File: config.mk
export PLATFORM = sky130hd
export DESIGN_NAME = display_source_scheduler
export DESIGN_NICKNAME = d
export VERILOG_FILES = /design/src/rtl/vga_pkg.sv /design/src/rtl/button_debounce.sv /design/src/rtl/display_source_scheduler.sv
export SDC_FILE = /design/constraint.sdc
export NUM_CORES = 1
export LEC_CHECK = 0
export BUFFER_PORTS_ARGS = -buffer_cell sky130_fd_sc_hd__buf_2
export CORE_UTILIZATION = 40
export CTS_CLUSTER_DIAMETER = 200
export CTS_CLUSTER_SIZE = 12
export DETAILED_ROUTE_END_ITERATION = 8
export MAX_ROUTING_LAYER = met4
export PLACE_DENSITY = 0.62
export REMOVE_ABC_BUFFERS = 1
export SYNTH_ARGS = -nofsm -noshare
export SYNTH_HDL_FRONTEND = slang
export SYNTH_SLANG_ARGS = --single-unit
File: constraint.sdc
create_clock -name sysclk -period 3.7 [get_ports sysclk]
set_input_delay 0 -clock sysclk [delete_from_list [all_inputs] [get_ports sysclk]]
set_output_delay 0 -clock sysclk [all_outputs]
set_load 0.02 [all_outputs]
File: src/rtl/vga_pkg.sv
// Shared scanout types: pixel/address widths, display source and scheduler state.
package vga_pkg;
  localparam int ADDR_W  = 20;
  localparam int COLOR_W = 3;

  typedef enum logic {
    SRC_F1 = 1'b0,
    SRC_F2 = 1'b1
  } src_e;

  typedef enum logic [1:0] {
    SHOW_F1 = 2'd0,
    PEND_F2 = 2'd1,
    SHOW_F2 = 2'd2,
    PEND_F1 = 2'd3
  } sched_state_e;
endpackage

File: src/rtl/button_debounce.sv
// Push-button conditioner: two-flop synchroniser, down-counting stability timer,
// one-cycle pulse on each accepted press (release is silent).
module button_debounce #(
  parameter int DEBOUNCE_CYCLES = 500000
) (
  input  logic sysclk,
  input  logic rst_n,
  input  logic btn_raw,
  output logic press
);
  localparam int CNT_W = $clog2(DEBOUNCE_CYCLES + 1);
  localparam logic [CNT_W-1:0] CNT_LOAD = CNT_W'(DEBOUNCE_CYCLES - 1);

  logic sync1_q, sync1_d;
  logic sync2_q, sync2_d;
  logic stable_q, stable_d;
  logic press_q, press_d;
  logic [CNT_W-1:0] cnt_q, cnt_d;

  // The timer reloads whenever the sampled level agrees with the accepted one,
  // so any bounce back restarts the full window.
  always_comb begin
    sync1_d  = btn_raw;
    sync2_d  = sync1_q;
    stable_d = stable_q;
    press_d  = 1'b0;
    cnt_d    = CNT_LOAD;
    if (sync2_q != stable_q) begin
      if (cnt_q == '0) begin
        stable_d = sync2_q;
        press_d  = sync2_q;
      end else begin
        cnt_d = cnt_q - CNT_W'(1);
      end
    end
  end

  always_ff @(posedge sysclk) begin
    if (!rst_n) begin
      sync1_q  <= 1'b0;
      sync2_q  <= 1'b0;
      stable_q <= 1'b0;
      press_q  <= 1'b0;
      cnt_q    <= '0;
    end else begin
      sync1_q  <= sync1_d;
      sync2_q  <= sync2_d;
      stable_q <= stable_d;
      press_q  <= press_d;
      cnt_q    <= cnt_d;
    end
  end

  assign press = press_q;
endmodule

File: src/rtl/display_source_scheduler.sv
// Frame-synchronous source switch between F1 VRAM and F2 GPU with latency-matched pixel pipe.
// Optional: define BLANK_ON_SWITCH_EN to blank one frame after every committed switch.
//
// state   | meaning
// SHOW_F1 | Function 1 on screen, no request
// PEND_F2 | Function 1 on screen, switch to F2 waits for frame_start
// SHOW_F2 | Function 2 on screen, no request
// PEND_F1 | Function 2 on screen, switch to F1 waits for frame_start
module display_source_scheduler #(
  parameter int DEBOUNCE_CYCLES = 500000,
  parameter int ADDR_W          = vga_pkg::ADDR_W,
  parameter int COLOR_W         = vga_pkg::COLOR_W,
  parameter int F2_LAT          = 1
) (
  input  logic               sysclk,
  input  logic               rst_n,
  input  logic               change_button,
  input  logic               frame_start,
  input  logic               scan_valid,
  input  logic [ADDR_W-1:0]  scan_addr,
  input  logic [COLOR_W-1:0] f1_color,
  output logic [ADDR_W-1:0]  f2_addr,
  input  logic [COLOR_W-1:0] f2_color,
  output logic [COLOR_W-1:0] pix_color,
  output logic               pix_valid,
  output logic               active_src,
  output logic               switch_pending
);
  import vga_pkg::*;

`ifdef BLANK_ON_SWITCH_EN
  localparam bit BLANK_EN = 1'b1;
`else
  localparam bit BLANK_EN = 1'b0;
`endif

  sched_state_e state_q, state_d;
  src_e         cur_src;
  logic         press;
  logic         commit;
  logic         blank_q, blank_d;
  logic [ADDR_W-1:0]              f2_addr_q, f2_addr_d;
  logic [F2_LAT:0]                vld_q, vld_d;
  logic [F2_LAT:0]                src_q, src_d;
  logic [F2_LAT:0][COLOR_W-1:0]   f1_pipe_q, f1_pipe_d;

  button_debounce #(
    .DEBOUNCE_CYCLES(DEBOUNCE_CYCLES)
  ) u_debounce (
    .sysclk (sysclk),
    .rst_n  (rst_n),
    .btn_raw(change_button),
    .press  (press)
  );

  // frame_start has priority in PEND so a coincident press cannot cancel a commit.
  always_comb begin
    state_d = state_q;
    commit  = 1'b0;
    unique case (state_q)
      SHOW_F1: if (press) state_d = PEND_F2;
      PEND_F2: begin
        if (frame_start) begin
          state_d = SHOW_F2;
          commit  = 1'b1;
        end else if (press) begin
          state_d = SHOW_F1;
        end
      end
      SHOW_F2: if (press) state_d = PEND_F1;
      PEND_F1: begin
        if (frame_start) begin
          state_d = SHOW_F1;
          commit  = 1'b1;
        end else if (press) begin
          state_d = SHOW_F2;
        end
      end
      default: state_d = SHOW_F1;
    endcase
  end

  assign cur_src        = (state_q == SHOW_F2 || state_q == PEND_F1) ? SRC_F2 : SRC_F1;
  assign active_src     = cur_src;
  assign switch_pending = (state_q == PEND_F2) || (state_q == PEND_F1);

  always_comb begin
    blank_d = blank_q;
    if (commit) begin
      blank_d = BLANK_EN;
    end else if (frame_start) begin
      blank_d = 1'b0;
    end
  end

  // Source select travels with each pixel so a switch never mixes sources mid-pipe.
  always_comb begin
    f2_addr_d = scan_addr;
    vld_d     = {vld_q[F2_LAT-1:0], scan_valid};
    src_d     = {src_q[F2_LAT-1:0], cur_src == SRC_F2};
    f1_pipe_d = {f1_pipe_q[F2_LAT-1:0], f1_color};
  end

  always_comb begin
    pix_valid = vld_q[F2_LAT];
    pix_color = '0;
    if (vld_q[F2_LAT] && !blank_q) begin
      pix_color = src_q[F2_LAT] ? f2_color : f1_pipe_q[F2_LAT];
    end
  end

  assign f2_addr = f2_addr_q;

  always_ff @(posedge sysclk) begin
    if (!rst_n) begin
      state_q   <= SHOW_F1;
      blank_q   <= 1'b0;
      f2_addr_q <= '0;
      vld_q     <= '0;
      src_q     <= '0;
      f1_pipe_q <= '0;
    end else begin
      state_q   <= state_d;
      blank_q   <= blank_d;
      f2_addr_q <= f2_addr_d;
      vld_q     <= vld_d;
      src_q     <= src_d;
      f1_pipe_q <= f1_pipe_d;
    end
  end
endmodule
==> Word level (Yosys, flattened, before mapping) <==
Cells that the tools add are included.
W data, S select, Z words.
{ "totals": {"regBits": 55, "inputBits": 31, "output_inout_bits": 26, "word_cells": 43} }
{ "op_classes": {"add_sub_neg": 1, "n_eq_ne": 8, "muxes": 12, "bitwise": 2, "reduce_logical": 8} }
{ "ops": {"columns": ["cell", "n"], "rows": [
  ["$mux W19", 2],
  ["$logic_not A19 Y1", 1],
  ["$sub A19 B1 Y19 const B", 1],
  ["$mux W2", 6],
  ["$pmux W2 S4", 1],
  ["$mux W3", 2],
  ["$ne A3 B2 Y1 const B", 2],
  ["$eq A2 B2 Y1 const B", 2],
  ["$ne A2 B1 Y1 const B", 2],
  ["$reduce_and A4 Y1", 1],
  ["$reduce_and A3 Y1", 1],
  ["$reduce_or A3 Y1", 1],
  ["$eq A2 B1 Y1 const B", 1],
  ["$logic_not A2 Y1", 1],
  ["$logic_or A1 B1 Y1", 2],
  ["$not A1 Y1", 2],
  ["$reduce_and A2 Y1", 1],
  ["$mux W1", 1],
  ["$ne A1 B1 Y1", 1]
]} }

==> Depth between registers and ports, before layout <==
Gate-level depths: netlist (run 1).
{ "logic_depth": {"word_depth": 3, "depth_mapped": 6, "ltp_nobuf": 6} }

==> Hierarchy <==
Synthesis (run 1) repeated with hierarchy kept, for this count alone.
{ "unflattened": {"hier_cells": 187, "area_unflattened_um2": 2004.4} }
{ "by_module_without_submodules": {"columns": ["module", "n_inst", "cells_each", "area_per_inst_um2"], "rows": [
  ["button_debounce", 1, 108, 1056.0],
  ["display_source_scheduler", 1, 79, 948.4]
]} }

==> Worst setup path before layout (run 1) <==
No wires, ideal clock.
{ "synth_path": {"path_kind": "flip-flop to flip-flop", "startpoint": "register u_debounce.cnt_q[0]", "endpoint": "register u_debounce.stable_q", "setup_ns": 0.119, "arrival_time_ns": 1.628, "slack_ns": 1.953, "stages_incl_launch_ff": 7, "path_buffers": 1, "period_less_slack_ns": 1.747, "cell_sequence": "dfxtp_1 inv_1 ha_1 or4b_4 or3_1 buf_6 mux2i_1"} }
{ "synth_via": {"elab_chain_cells": 2} }
{ "synth_rtl": {"columns": ["item", "line", "text"], "rows": [
  ["from (decl)", "button_debounce.sv:18", "logic [CNT_W-1:0] cnt_q, cnt_d;"],
  ["from (signal assigned)", "button_debounce.sv:50", "cnt_q <= cnt_d;"],
  ["$logic_not A19 Y1", "button_debounce.sv:29", "if (cnt_q == '0) begin"],
  ["$reduce_and A2 Y1 (no source line)", null, null],
  ["to (signal assigned)", "button_debounce.sv:48", "stable_q <= stable_d;"],
  ["to (decl)", "button_debounce.sv:16", "logic stable_q, stable_d;"]
]} }
Every way passes these cells.
A chain may end at the register's enable or synchronous reset.

==> Final worst setup path (run 1) <==
{ "layout_path": {"startpoint": "register u_debounce.cnt_q[6]", "endpoint": "register u_debounce.cnt_q[0]"} }
{ "layout_via": {"elab_chain_cells": 3} }
{ "layout_rtl": {"columns": ["item", "line", "text"], "rows": [
  ["$logic_not A19 Y1", "button_debounce.sv:29", null],
  ["$mux W19", "button_debounce.sv:29", null],
  ["$mux W19", "button_debounce.sv:28", "if (sync2_q != stable_q) begin"]
]} }
Every way passes these cells.

==> results of run 1 <==
Yosys cell counts, drive strengths merged (2+ instances only):
master	number	area (µm²)
or4b	2	23.77
and2	32	200.2
ha	2	25.02
nand2	9	33.78
o31ai	3	22.52
or4	2	15.01
buf	2	22.52
a31oi	8	50.05
inv	3	11.26
mux2i	5	50.05
nor2	15	56.30
nor4b	2	30.03
nor3	6	40.04
xor2	7	61.31
o31a	4	35.03
nor4	5	37.53
nor2b	4	25.02
nand4	4	25.02
dfxtp	55	1101
xnor2	8	70.07
clkbuf	8	30.03
or3	4	25.02
kinds of logic after synthesis:
family / Yosys count
AND/OR/NAND/NOR: 88
flip-flops: 55
AO/OA/AOI/OAI: 21
XOR/XNOR: 15
buffers and inverters: 13
multiplexers: 5
adder cells (fa/ha/maj): 2
sequential cells by signal, summed over array words and instances (netlist names):
name / cells
u_debounce.press: 1
state_q: 2
u_debounce.sync1_q: 1
f2_addr: 20
f1_pipe_q: 3
u_debounce.cnt_q: 19
u_debounce.sync2_q: 1
src_q: 2
u_debounce.stable_q: 1
f1_pipe_d: 3
vld_q: 2
area by class of cell:
type                            count  area (µm²)
Multi-Input combinational cell    131       909.6
Inverter                            3       11.26
Sequential cell                    55        1101
Fill cell                         447        2112
Timing Repair Buffer               81       530.5
Tap cell                           67       83.83
Clock buffer                        6       82.58
Clock inverter                      2       17.52
worst reg2reg max path, stage by stage (launching register included):
cell	delay (ns)
dfxtp_1	0.34
nor3_2	0.50
nand4_1	0.30
or3_1	0.57
a31oi_1	0.24
per-layer routing:
layer | track usage [%] | routed length [µm]
met5 | - | 0
met3 | 4.878 | 144
met2 | 28.18 | 2030
met4 | 5.342 | 53
met1 | 21.71 | 2009
through the flow:
stage | utilization (%) | power, mW
6_report | 56.44 | 1.103
5_1_grt | 56.44 | 1.154
4_1_cts | 56.44 | 1.121
3_5_place_dp | 49.21 | 0.7474
3_3_place_gp | 49.21 | 0.7461
2_1_floorplan | - | 0.7048
path summary, 6_finish.rpt:
kind                                                        to  depth (start not counted)  slack (ns)
worst min register to register         f1_pipe_q[5]$_SDFF_PN0_                          1        0.44
worst min-delay path                   state_q[1]$_SDFFE_PN0P_                          4        0.02
worst max-delay path            u_debounce.cnt_q[0]$_SDFF_PN0_                          4        1.68
worst max register to register  u_debounce.cnt_q[0]$_SDFF_PN0_                          4        1.68
power by group:
part	leakage [nW]	internal, mW	switching (mW)
clock	0.0522	0.157	0.191
combinational	0.627	0.0630	0.0601
sequential	0.455	0.616	0.0150
cell usage in the layout (no fill, tap or decap), drive strengths merged:
cell type	synthesis	routed
a2111oi	1	1
a211oi	1	1
a21oi	1	1
a311oi	1	1
a31oi	8	8
and2	32	32
buf	2	56
clkbuf	8	6
dfxtp	55	55
dlygate4sd3	0	25
ha	2	2
inv	3	5
mux2i	5	5
nand2	9	9
nand3	1	1
nand4	4	4
nor2	15	15
nor2b	4	4
nor3	6	6
nor3b	1	1
nor4	5	5
nor4b	2	2
o21ai	1	1
o311ai	1	1
o31a	4	4
o31ai	3	3
or3	4	4
or3b	1	1
or4	2	2
or4b	2	2
xnor2	8	8
xor2	7	7
what timing repair did:
item,4_1_cts,5_1_grt
endpoints found under the setup margin,0,0
endpoints found under the hold margin,25,0
hold buffers,25,0
buffers inserted,0,0
==> results.ini, run 1 <==
[placement]
dpl_cell_area_um2 = 2386
portBuffers = 56
place_ws_ns = 1.731
gp_congestion = 0.7766
dpl.cell_count = 312
dpl.hpwl_um = 2798

[floorplanning]
start_util_pct = 42.79
die_w_um = 74.02
core_area_um2 = 4848
dieArea_um2 = 5478
rows = 25
ios = 57
fp.dieH_um = 74.02

[pwr]
p_leak_nw = 1.134
powerDensity_nw_per_um2 = 402.9
irDropWorstVdd_mv = 0.3182

[synthesis]
synth_compound_area_share_pct = 8.203
yosys.cell_types.count = 34
syn_inst = 199
ys_warn_count = 0
yosys-mux-area-fraction_pct = 2.413
synthSimpleGateAreaFrac_pct = 25.69
ys_async_sr_fraction_pct = 0
synth_fa_ha_area_share_pct = 1.206
synthFlopType = dfxtp_1
synth_edf_count = 0
syn_area_um2 = 2074
synth_area_per_cell_um2 = 10.42
yosysSeqAreaShare_pct = 53.08
synth_top_family_by_area = simple AND/OR/NAND/NOR gates
ys_ff_latch = 55
synth-xor-area-share_pct = 6.333

[global_routing]
grt_pass1_wl_um = 7203
grt_max_degree = 39
grt-ovfl-total = 0
grt_pass1_vias = 1626
antenna_found_initial = 0
grt_usage_pct = 17.66

[critical_path]
critPathLaunchType = flip-flop
crit_buf_inv = 0
slowest_delay_ns = 0.57
path_class = reg2reg
slowest_stage = or3_1
arrival_ns = 2.24
worst-endpoint-required_ns = 3.92
worstSetupStartpoint = u_debounce.cnt_q[6]$_SDFF_PP0_
worst-path-max-fanout = 9
crit_chain = nor3_2, nand4_1, or3_1, a31oi_1
r2r_start = u_debounce.cnt_q[6]$_SDFF_PP0_
setup.worst_path.end_class = flip-flop
critical_path.top_delay_family = simple AND/OR/NAND/NOR gates

[hold_path]
hp-start = frame_start
hold_class = in2reg

[route]
wirelength_um = 4237
via_per_inst = 4.742
first_iter_violations = 92
drc = 0
final_antenna_net_count = 0
wire_per_inst_um = 12.28
dr.pass1.iters = 4
vias = 1636

[timing]
hold_ws_ns = 0.01727
setup_viol = 0
rsz0062_at_grt = no
drv_slew = 0
slew_headroom_pct = 38.41
max_freq_mhz = 494.2
tightest_slew_ns = 0.9208
tns_ns = 0
finalClockSkew_ns = 0.009471
hold_viol = 0
period_share_pct = 54.69
layout_setup_ws_ns = 1.676
period_minus_slack_ns = 2.024

[clock_network]
clockBufferDepth = 2
clk_pin_slew_ns = 0.10
cts_buffers = 5
cts_tree = built
htree_levels = 2
ctsResizeCount = 0
clock_latency_ns = 0.30
clock_sinks = 55
cts-root-buf = clkbuf_8

[final_layout]
layout.nets = 310
area_growth_pct = 31.91
drive_gt1_share_pct = 26.62
stdcell_area_um2 = 2736
instances_no_fill = 345
antennaDiodeCount = 0

[run_status]
status = complete, no violations

[flow_run]
cap_violations = 0

(Power assumes the default switching activity.)
==> run 2: changes to the inputs <==
--- a/config.mk
+++ b/config.mk
@@ -5,13 +5,14 @@
 export SDC_FILE = /design/constraint.sdc
 export NUM_CORES = 1
 export LEC_CHECK = 0
+export ABC_AREA = 1
 export BUFFER_PORTS_ARGS = -buffer_cell sky130_fd_sc_hd__buf_2
 export CORE_UTILIZATION = 40
 export CTS_CLUSTER_DIAMETER = 200
 export CTS_CLUSTER_SIZE = 12
 export DETAILED_ROUTE_END_ITERATION = 8
 export MAX_ROUTING_LAYER = met4
-export PLACE_DENSITY = 0.62
+export PLACE_DENSITY = 0.64
 export REMOVE_ABC_BUFFERS = 1
 export SYNTH_ARGS = -nofsm -noshare
 export SYNTH_HDL_FRONTEND = slang
==> constraint.sdc (replaced) <==
create_clock -name sysclk -period 1.7 [get_ports sysclk]
set_input_delay 0 -clock sysclk [delete_from_list [all_inputs] [get_ports sysclk]]
set_output_delay 0 -clock sysclk [all_outputs]
set_load 0.02 [all_outputs]
==> run 2 against run 1 <==
Net effect: design area grew 7.0%; first-iteration DRC count is 30% lower; critical path type unchanged; clock skew about the same; core utilization increased by 0.19 points; global-route usage fell by 0.73 points; cell count rose by 26%; critical path depth up 7; count of clock-buffer cells in the layout unchanged.
==> results.ini, run 2 <==
[critical_path]
worst-endpoint-required_ns = 1.90  ; -2.02 ns
r2r_setup_slack_ns = 0.22  ; -1.46 ns
r2r-end = u_debounce.cnt_q[6]$_SDFF_PP0_
r2r_start = u_debounce.cnt_q[0]$_SDFF_PN0_
worst-path-max-fanout = 8  ; -1
path_class = reg2reg
critPathLaunchType = flip-flop
worstSetupStartpoint = u_debounce.cnt_q[0]$_SDFF_PN0_
arrival_ns = 1.68  ; -0.56 ns
worstRegToRegCells = 11  ; +7
setup.worst_path.end_class = flip-flop

[timing]
layout_setup_ws_ns = 0.2178  ; -1.459 ns
setup_viol = 0  ; unchanged
rsz0062_at_grt = no
slew_headroom_pct = 78.27  ; +40 points
hold_ws_ns = 0.3486  ; +0.3313 ns
period_minus_slack_ns = 1.482  ; -0.5413 ns
tns_ns = 0  ; unchanged
finalClockSkew_ns = 0.009948  ; +0.0004770 ns
hold_viol = 0  ; unchanged
period_share_pct = 87.19  ; +32 points
drv_slew = 0  ; unchanged
tightest_slew_ns = 0.3249  ; -0.5959 ns
max_freq_mhz = 674.7  ; +37%

[global_routing]
grt_max_degree = 32  ; -18%
grt_pass1_vias = 1635  ; +0.55%
antenna_found_initial = 0  ; unchanged
grt_usage_pct = 16.93  ; -0.73 points
grt_pass1_wl_um = 6989  ; -3.0%
grt-ovfl-total = 0  ; unchanged

[synthesis]
synth_edf_count = 0  ; unchanged
yosysSeqAreaShare_pct = 50.84  ; -2.2 points
ys_warn_count = 0  ; unchanged
ys_ff_latch = 55  ; unchanged
syn_inst = 274  ; +38%
synth_area_per_cell_um2 = 7.904  ; -24%
yosys.area.top_type = dfxtp_1
yosys.cell_types.count = 24  ; -29%
syn_area_um2 = 2166  ; +4.4%
synthFlopType = dfxtp_1
synth_top_area_share_pct = 50.84  ; -2.2 points
ys_top_cells_by_count = 58 x nand2_1, 55 x dfxtp_1, 54 x inv_1, 38 x nor2_1
yosys-top-cells-area = dfxtp_1 51%, nand2_1 10%, inv_1 9.4%, nor2_1 6.6%, nor2_4 3.6%
yosysMostFrequentCell = nand2_1
ys_async_sr_fraction_pct = 0  ; unchanged

[route]
wirelength_um = 4553  ; +7.5%
via_per_inst = 4.208  ; -11%
drc = 0  ; unchanged
dr.pass1.iters = 4  ; unchanged
final_antenna_net_count = 0  ; unchanged
vias = 1822  ; +11%
first_iter_violations = 64  ; -30%
wire_per_inst_um = 10.52  ; -14%

[run_status]
status = complete, no violations

[placement]
dpl.hpwl_um = 2973  ; +6.3%
place_ws_ns = 0.2240  ; -1.507 ns
portBuffers = 56  ; unchanged
gp_congestion = 0.7763  ; about the same

[clock_network]
cts_tree = built
clock_latency_ns = 0.31  ; about the same
clk_pin_slew_ns = 0.09  ; about the same
cts-root-buf = clkbuf_8
post_cts_buffers = 0  ; unchanged
cts_buffers = 5  ; unchanged
clock_sinks = 55  ; unchanged
clockBufferDepth = 2  ; unchanged
htree_levels = 2  ; unchanged

[pwr]
powerDensity_nw_per_um2 = 870.7  ; +120%
irDropWorstVdd_mv = 0.5156  ; +62%
p_leak_nw = 1.564  ; +38%

[flow_run]
cap_violations = 0  ; unchanged

[final_layout]
mostFrequentLayoutCell = nand2_1
final_cell_mix = 58 x nand2_1, 56 x buf_2, 55 x dfxtp_1
largest_reg_flops = 20  ; unchanged
drive_gt1_share_pct = 23.97  ; -2.7 points
area_growth_pct = 35.24
antennaDiodeCount = 0  ; unchanged
layout.nets = 395  ; +27%

[hold_path]
min_to = pix_color[2]
hp-start = f2_color[2]
hold_class = in2out
hold_path_depth = 4  ; unchanged

[floorplanning]
dieArea_um2 = 5713  ; +4.3%
core_area_um2 = 5172  ; +6.7%
ios = 57  ; unchanged
start_util_pct = 41.87  ; -0.91 points
fp.dieH_um = 75.59  ; +2.1%
die_w_um = 75.59  ; +2.1%
rows = 26  ; +4.0%

==> run 2: metal layers <==
metal / track usage [%] / up-vias / wire length [µm]
met5: - / - / 0
met4: 6.790 / 0 / 99
met1: 19.39 / 795 / 1955
met3: 4.233 / 11 / 175
li1: - / 979 / -
met2: 28.37 / 37 / 2322
==> run 2: metrics by stage <==
step           instances  instance area [µm²]  util [%]  total power [mW]
2_1_floorplan        268                 2142         -             1.553
3_3_place_gp         395                 2517     48.67             1.650
3_5_place_dp         395                 2517     48.67             1.654
4_1_cts              433                 2929     56.63             2.579
5_1_grt              433                 2929     56.63             2.675
6_report             433                 2929     56.63             2.550
==> run 2: what timing repair did <==
| item | in CTS | in global routing |
|---|---|---|
| endpoints found under the hold margin | 32 | 0 |
| resized for setup | 0 | 0 |
| hold buffers | 30 | 0 |
| setup endpoints to repair | 0 | 0 |
==> run 2: final cells by class <==
cell class	instances	area, µm²
sequential	55	1101
fill	458	2243
clock inverter	2	38.79
timing repair buffer	87	588.1
inverter	55	209.0
multi-input combinational	158	832.0
tap	70	87.58
clock buffer	6	72.57
==> run 2: how the worst max path moves through the flow <==
stage,endpoint,cells past startpoint
4_1_cts,u_debounce.cnt_q[6]$_SDFF_PP0_,11
3_3_place_gp,u_debounce.cnt_q[12]$_SDFF_PP0_,11
3_5_place_dp,u_debounce.cnt_q[6]$_SDFF_PP0_,11
6_report,u_debounce.cnt_q[6]$_SDFF_PP0_,11
5_1_grt,u_debounce.cnt_q[9]$_SDFF_PP0_,11
2_1_floorplan,u_debounce.cnt_q[14]$_SDFF_PP0_,11
==> run 2: report_power, final <==
group	internal (mW)	switching (mW)	leakage (nW)
registers	1.34	0.0277	0.455
clock network	0.445	0.422	0.0558
logic	0.141	0.172	1.05
==> run 2: worst max-delay path, cell delays in order, from the launching register on <==
cell and delay (ns):
dfxtp_1 0.31, inv_1 0.12, ha_1 0.16, inv_1 0.03
nor2_1 0.07, nand2_1 0.06, nor2_2 0.15, nand3_4 0.11
nand2_4 0.13, inv_4 0.06, nand2_4 0.10, nor2_1 0.06
==> run 2: logic make-up (layout without fill, tap and decap cells) <==
logic type | Yosys count | count (layout) | share of synthesized area (%)
adder cells (fa/ha/maj) | 2 | 2 | 1.155
AO/OA/AOI/OAI | 17 | 17 | 4.390
flip-flops | 55 | 55 | 50.84
AND/OR/NAND/NOR | 127 | 127 | 28.02
XOR/XNOR | 12 | 12 | 4.853
buffers and inverters | 61 | 150 | 10.75
